--- config.mk ---
export PLATFORM = sky130hd
export DESIGN_NAME = fifo_uart_tx
export DESIGN_NICKNAME = d
export VERILOG_FILES = /design/src/rtl/uart_pkg.sv /design/src/rtl/uart_bit_timer.sv /design/src/rtl/fifo_uart_tx.sv
export SDC_FILE = /design/constraint.sdc
export NUM_CORES = 1
export LEC_CHECK = 0
export BUFFER_PORTS_ARGS = -buffer_cell sky130_fd_sc_hd__clkbuf_2
export CELL_PAD_IN_SITES_DETAIL_PLACEMENT = 1
export CELL_PAD_IN_SITES_GLOBAL_PLACEMENT = 1
export CORE_MARGIN = 2
export CORE_UTILIZATION = 37
export CTS_CLUSTER_SIZE = 8
export DETAILED_ROUTE_END_ITERATION = 16
export GPL_TIMING_DRIVEN = 0
export HOLD_SLACK_MARGIN = 0.03
export PLACE_DENSITY = 0.79
export SLEW_MARGIN = 20
export SYNTH_ARGS = -nofsm -noshare
export SYNTH_HDL_FRONTEND = slang
export SYNTH_HIERARCHICAL = 1
export SYNTH_SLANG_ARGS = --single-unit
--- constraint.sdc ---
create_clock -name clk -period 2.3 [get_ports clk]
set_clock_uncertainty 0.15 [all_clocks]
set_input_delay 0 -clock clk [delete_from_list [all_inputs] [get_ports clk]]
set_output_delay 0 -clock clk [all_outputs]
set_load 0.02 [all_outputs]
--- src/rtl/uart_pkg.sv ---
// Shared types and helpers for the FIFO-fed UART transmitter.
package uart_pkg;

    typedef enum logic [2:0] {
        IDLE,
        REQ,
        LOAD,
        START,
        DATA,
        PARITY,
        STOP
    } tx_state_t;

    localparam int PARITY_NONE = 0;
    localparam int PARITY_EVEN = 1;
    localparam int PARITY_ODD  = 2;

    // Serial-line cycles for one frame, counted from the falling edge of the start bit.
    function automatic int frame_cycles(input int clks_per_bit, input int parity_mode,
                                        input int stop_bits);
        return clks_per_bit * (9 + ((parity_mode != PARITY_NONE) ? 1 : 0) + stop_bits);
    endfunction

endpackage

--- src/rtl/uart_bit_timer.sv ---
// Bit-period timer: counts 0..CLKS_PER_BIT-1 and flags the terminal count.
module uart_bit_timer #(
    parameter int CLKS_PER_BIT = 16
) (
    input  logic clk,
    input  logic reset,
    input  logic clear,
    output logic bit_done
);

    localparam int CNT_W = $clog2(CLKS_PER_BIT);
    localparam logic [CNT_W-1:0] LAST = CNT_W'(CLKS_PER_BIT - 1);

    logic [CNT_W-1:0] count;

    // NOTE: registers take non-blocking assignments so every flop samples pre-edge values.
    always_ff @(posedge clk) begin
        if (reset || clear)
            count <= '0;
        else if (count == LAST)
            count <= '0;
        else
            count <= count + 1'b1;
    end

    assign bit_done = (count == LAST);

endmodule

--- src/rtl/fifo_uart_tx.sv ---
// Drains bytes from a 16x8 FIFO read port and serialises each one as a UART frame on tx.
module fifo_uart_tx
    import uart_pkg::*;
#(
    parameter int CLKS_PER_BIT = 16,
    parameter int PARITY_MODE  = PARITY_NONE,
    parameter int STOP_BITS    = 1
) (
    input  logic        clk,
    input  logic        reset,
    input  logic        enable,
    input  logic        fifo_empty,
    input  logic [7:0]  fifo_dout,
    output logic        fifo_rd_en,
    output logic        tx,
    output logic        busy,
    output logic [15:0] frames_sent
);

    localparam logic STOP_LAST = (STOP_BITS == 2);

    tx_state_t  state, state_next;
    logic [7:0] shift_reg;
    logic       parity_bit;
    logic [2:0] bit_idx;
    logic       stop_idx;
    logic       bit_done;
    logic       start_ok;
    logic       tx_next;
    logic       rd_en_next;
    logic       frame_done;

    uart_bit_timer #(.CLKS_PER_BIT(CLKS_PER_BIT)) u_bit_timer (
        .clk      (clk),
        .reset    (reset),
        .clear    (state == LOAD),
        .bit_done (bit_done)
    );

    assign start_ok = enable && !fifo_empty;
    assign busy     = (state != IDLE);

    // NOTE: every output of this block gets a default first, so no path can infer a latch.
    always_comb begin
        state_next = state;
        tx_next    = tx;
        frame_done = 1'b0;
        case (state)
            IDLE:   if (start_ok) state_next = REQ;
            REQ:    state_next = LOAD;
            LOAD: begin
                state_next = START;
                tx_next    = 1'b0;
            end
            START: if (bit_done) begin
                state_next = DATA;
                tx_next    = shift_reg[0];
            end
            DATA: if (bit_done) begin
                if (bit_idx == 3'd7) begin
                    if (PARITY_MODE != PARITY_NONE) begin
                        state_next = PARITY;
                        tx_next    = parity_bit;
                    end else begin
                        state_next = STOP;
                        tx_next    = 1'b1;
                    end
                end else begin
                    // shift_reg[0] is the bit on the line now; [1] is the one after it.
                    tx_next = shift_reg[1];
                end
            end
            PARITY: if (bit_done) begin
                state_next = STOP;
                tx_next    = 1'b1;
            end
            STOP: if (bit_done && stop_idx == STOP_LAST) begin
                frame_done = 1'b1;
                state_next = start_ok ? REQ : IDLE;
            end
            default: state_next = IDLE;
        endcase
        rd_en_next = (state_next == REQ);
    end

    always_ff @(posedge clk) begin
        if (reset) begin
            state       <= IDLE;
            tx          <= 1'b1;
            fifo_rd_en  <= 1'b0;
            frames_sent <= '0;
            shift_reg   <= '0;
            parity_bit  <= 1'b0;
            bit_idx     <= '0;
            stop_idx    <= 1'b0;
        end else begin
            state      <= state_next;
            tx         <= tx_next;
            fifo_rd_en <= rd_en_next;
            if (frame_done)
                frames_sent <= frames_sent + 16'd1;
            case (state)
                LOAD: begin
                    shift_reg  <= fifo_dout;
                    parity_bit <= (^fifo_dout) ^ (PARITY_MODE == PARITY_ODD);
                    bit_idx    <= '0;
                    stop_idx   <= 1'b0;
                end
                DATA: if (bit_done) begin
                    shift_reg <= {1'b0, shift_reg[7:1]};
                    bit_idx   <= bit_idx + 3'd1;
                end
                STOP: if (bit_done) stop_idx <= ~stop_idx;
                default: ;
            endcase
        end
    end

endmodule
==> results.toml <==
[layout]
drive_gt1_share_pct = 20.4
fill_cells = 563
nets = 261
final_cells = 299
syn2layout_area_growth_pct = 25.0
num_antenna_cells = 0
largest_register_ffs = 16
stdcell_area_um2 = 2180

[synth]
synth_top_cell_area_share_pct = 42.4
ys_ff_latch = 37
syn-instance-count = 197
syn_area_um2 = 1750
synthArstFlopShare_pct = 0
seq_area_frac_synth_pct = 42.4
syn_area_per_cell_um2 = 8.87
synth_top_family_by_area = "simple AND/OR/NAND/NOR gates"
ys_warn_count = 6
synth-edff-count = 0
synthAdderAreaFrac_pct = 2.86
yosys.area_share.simple_pct = 26.7
synthesis.nets = 213
synthFlopType = "dfxtp_1"
netlist_top_cells_area = "dfxtp_1, mux2i_1, nor2_1, a21oi_1, xor2_1"
synthMuxAreaShare_pct = 5.15
post_synth_xor_area_fraction_pct = 5.01
synth_largest_area_cell = "dfxtp_1"
netlist-cell-type-count = 39
synth_compound_area_share_pct = 14.0

[routing]
vias = 1611
wl_um = 4410
routedWlPerCell_um = 14.8
firstDrtPassIters = 4
drc = 0
antenna_left = 0
drt-vias-per-instance = 5.39
initialDrtViolationCount = 36

[sta]
fmax_ghz = 0.463
min_period_over_period_pct = 93.8
worst_pin_slew_ns = 0.585
finalSetupViolCount = 0
finalSetupTns_ns = 0
drv_slew = 0
postLayoutSetupSlackWorst_ns = 0.142
relSlewSlack_pct = 61.0
whs_ns = 0.156
hold_viol = 0
finalCriticalPeriod_ns = 2.16

[clock_network]
tritoncts.num_buffers = 5
cts_setup_buffers = 0
root_buffer = "clkbuf_8"
clock_latency_ns = 0.29
clockBufferDepth = 2
cts_tree = "built"
h-tree-depth = 2
cts_sinks = 37
path_clk_slew_ns = 0.07

[worst_setup_path]
worstSetupPathType = "reg2reg"
required_ns = 2.36
cp-start-kind = "flip-flop"
slowest_stage = "or4_1"
crit_fanout = 8
end_kind = "flip-flop"
cp.arrival_ns = 2.22
crit_family = "simple AND/OR/NAND/NOR gates"
worst-path-buf-inv = 2
path_cells = "ha_2, nand3_2, clkinv_4, and4bb_1, buf_2, nand2_2, or4_1, a21oi_1"
max_stage_delay_ns = 0.48

[global_route]
antenna_found_initial = 0
grt_pass1_wl_um = 7290
grt_overflow = 0
gr-usage-all-layers_pct = 17.8
grt_max_degree = 11
grt_pass1_vias = 1570

[placement]
io_buffers = 30
dp_cells = 281
dp_slack_ns = -0.0620
hpwl_um = 3010
postPlaceCellArea_um2 = 1970
gp_congestion = 0.779

[die]
fp.dieArea_um2 = 5290
die_w_um = 72.7
core.rowCount = 25
die_y_um = 72.7
initial_core_util_pct = 37.8
coreArea_um2 = 4630
io_pins = 31

[power]
power_density_nw_per_um2 = 585
power_leakage_nw = 0.816
ir_drop_v = 0.000220

[flow_run]
max_cap_viol_count = 0

[hold_path]
hp-class = "in2reg"

[status]
outcome = "complete, no violations"
## metal layers
metal,up-vias,wire (um),GRT usage (%)
li1,805,-,-
met5,-,0,0
met2,26,2180,29.7
met3,7,114,2.90
met4,0,81,8.64
met1,773,2030,22.3
## Yosys cell counts (2+ instances only)
cell	n
nor2_1	23
nor3_1	7
nand4_1	4
inv_1	2
nand2_1	12
a21oi_1	13
o31ai_1	4
and3_1	4
dfxtp_1	37
a211oi_1	8
o21ai_0	7
ha_1	4
nand3_1	11
xnor2_1	3
or4_1	4
clkbuf_1	5
mux2i_1	9
or3_1	4
xor2_1	7
nor2b_1	3
buf_6	2
buf_2	3
nand2b_1	5
## report_power, final
group / internal (mW) / switching, mW / total (mW)
combinational: 0.0622 / 0.0769 / 0.139
sequential: 0.663 / 0.0152 / 0.678
clock: 0.238 / 0.224 / 0.461
total: 0.963 / 0.316 / 1.28
## cell usage in the layout, fill, tap and decap left out, drive strengths merged, types with 4 or more instances in the layout
master,netlist,final
a211oi,8,8
a21oi,14,14
and3,4,4
buf,6,6
clkbuf,5,42
dfxtp,37,37
dlygate4sd3,0,11
ha,4,4
mux2i,9,9
nand2,12,12
nand2b,5,5
nand3,11,11
nand4,4,4
nor2,25,25
nor3,8,8
o21ai,7,7
o31ai,4,4
or3,4,4
or4,4,4
xor2,7,7
## layout make-up
cell class	instances	area [um2]	share of cell area [%]
multi-input combinational	147	957	43.8
sequential	37	741	33.9
timing repair buffer	41	260	11.9
clock buffer	7	86.3	3.95
tap	54	67.6	3.09
buffer	11	60.1	2.75
inverter	2	12.5	0.573
## cell families (layout without fill, tap and decap cells)
family,Yosys count,count (layout)
adder cells (fa/ha/maj),4,4
AO/OA/AOI/OAI,39,39
buffers and inverters,13,61
AND/OR/NAND/NOR,85,85
flip-flops,37,37
multiplexers,9,9
XOR/XNOR,10,10
## final timing paths
| check | start | to | slack, ns | depth (start not counted) |
|---|---|---|---|---|
| worst max-delay path | u_bit_timer/count[0] | frames_sent[12] | 0.14 | 8 |
| worst min-delay path | fifo_empty | state[0] | 0.16 | 5 |
| worst max register to register | u_bit_timer/count[0] | frames_sent[12] | 0.14 | 8 |
| worst min register to register | u_bit_timer/count[0] | u_bit_timer/count[0] | 0.30 | 1 |
## worst min-delay path, delay by kind of cell
family	cells	cell delay [ns]
AOI/OAI and AO/OA	1	0.24
buffers and inverters	1	0.07
and+or+nand+nor	3	0.24
## what timing repair did
item / 4_1_cts / 5_1_grt
endpoints found under the hold margin: 14 / 0
pin swaps: 0 / 0
hold buffers: 11 / 0
setup endpoints to repair: 6 / 14
gates resized for setup: 1 / 6
## metrics by stage
step                      utilization, %  total power, mW
final                               47.2             1.28
after global routing                47.2             1.33
after CTS                           46.7             1.28
after detailed placement            42.5            0.811
after global placement              42.5            0.806
after floorplan                        -            0.772
Note: power is estimated with default switching activity, not from simulation.
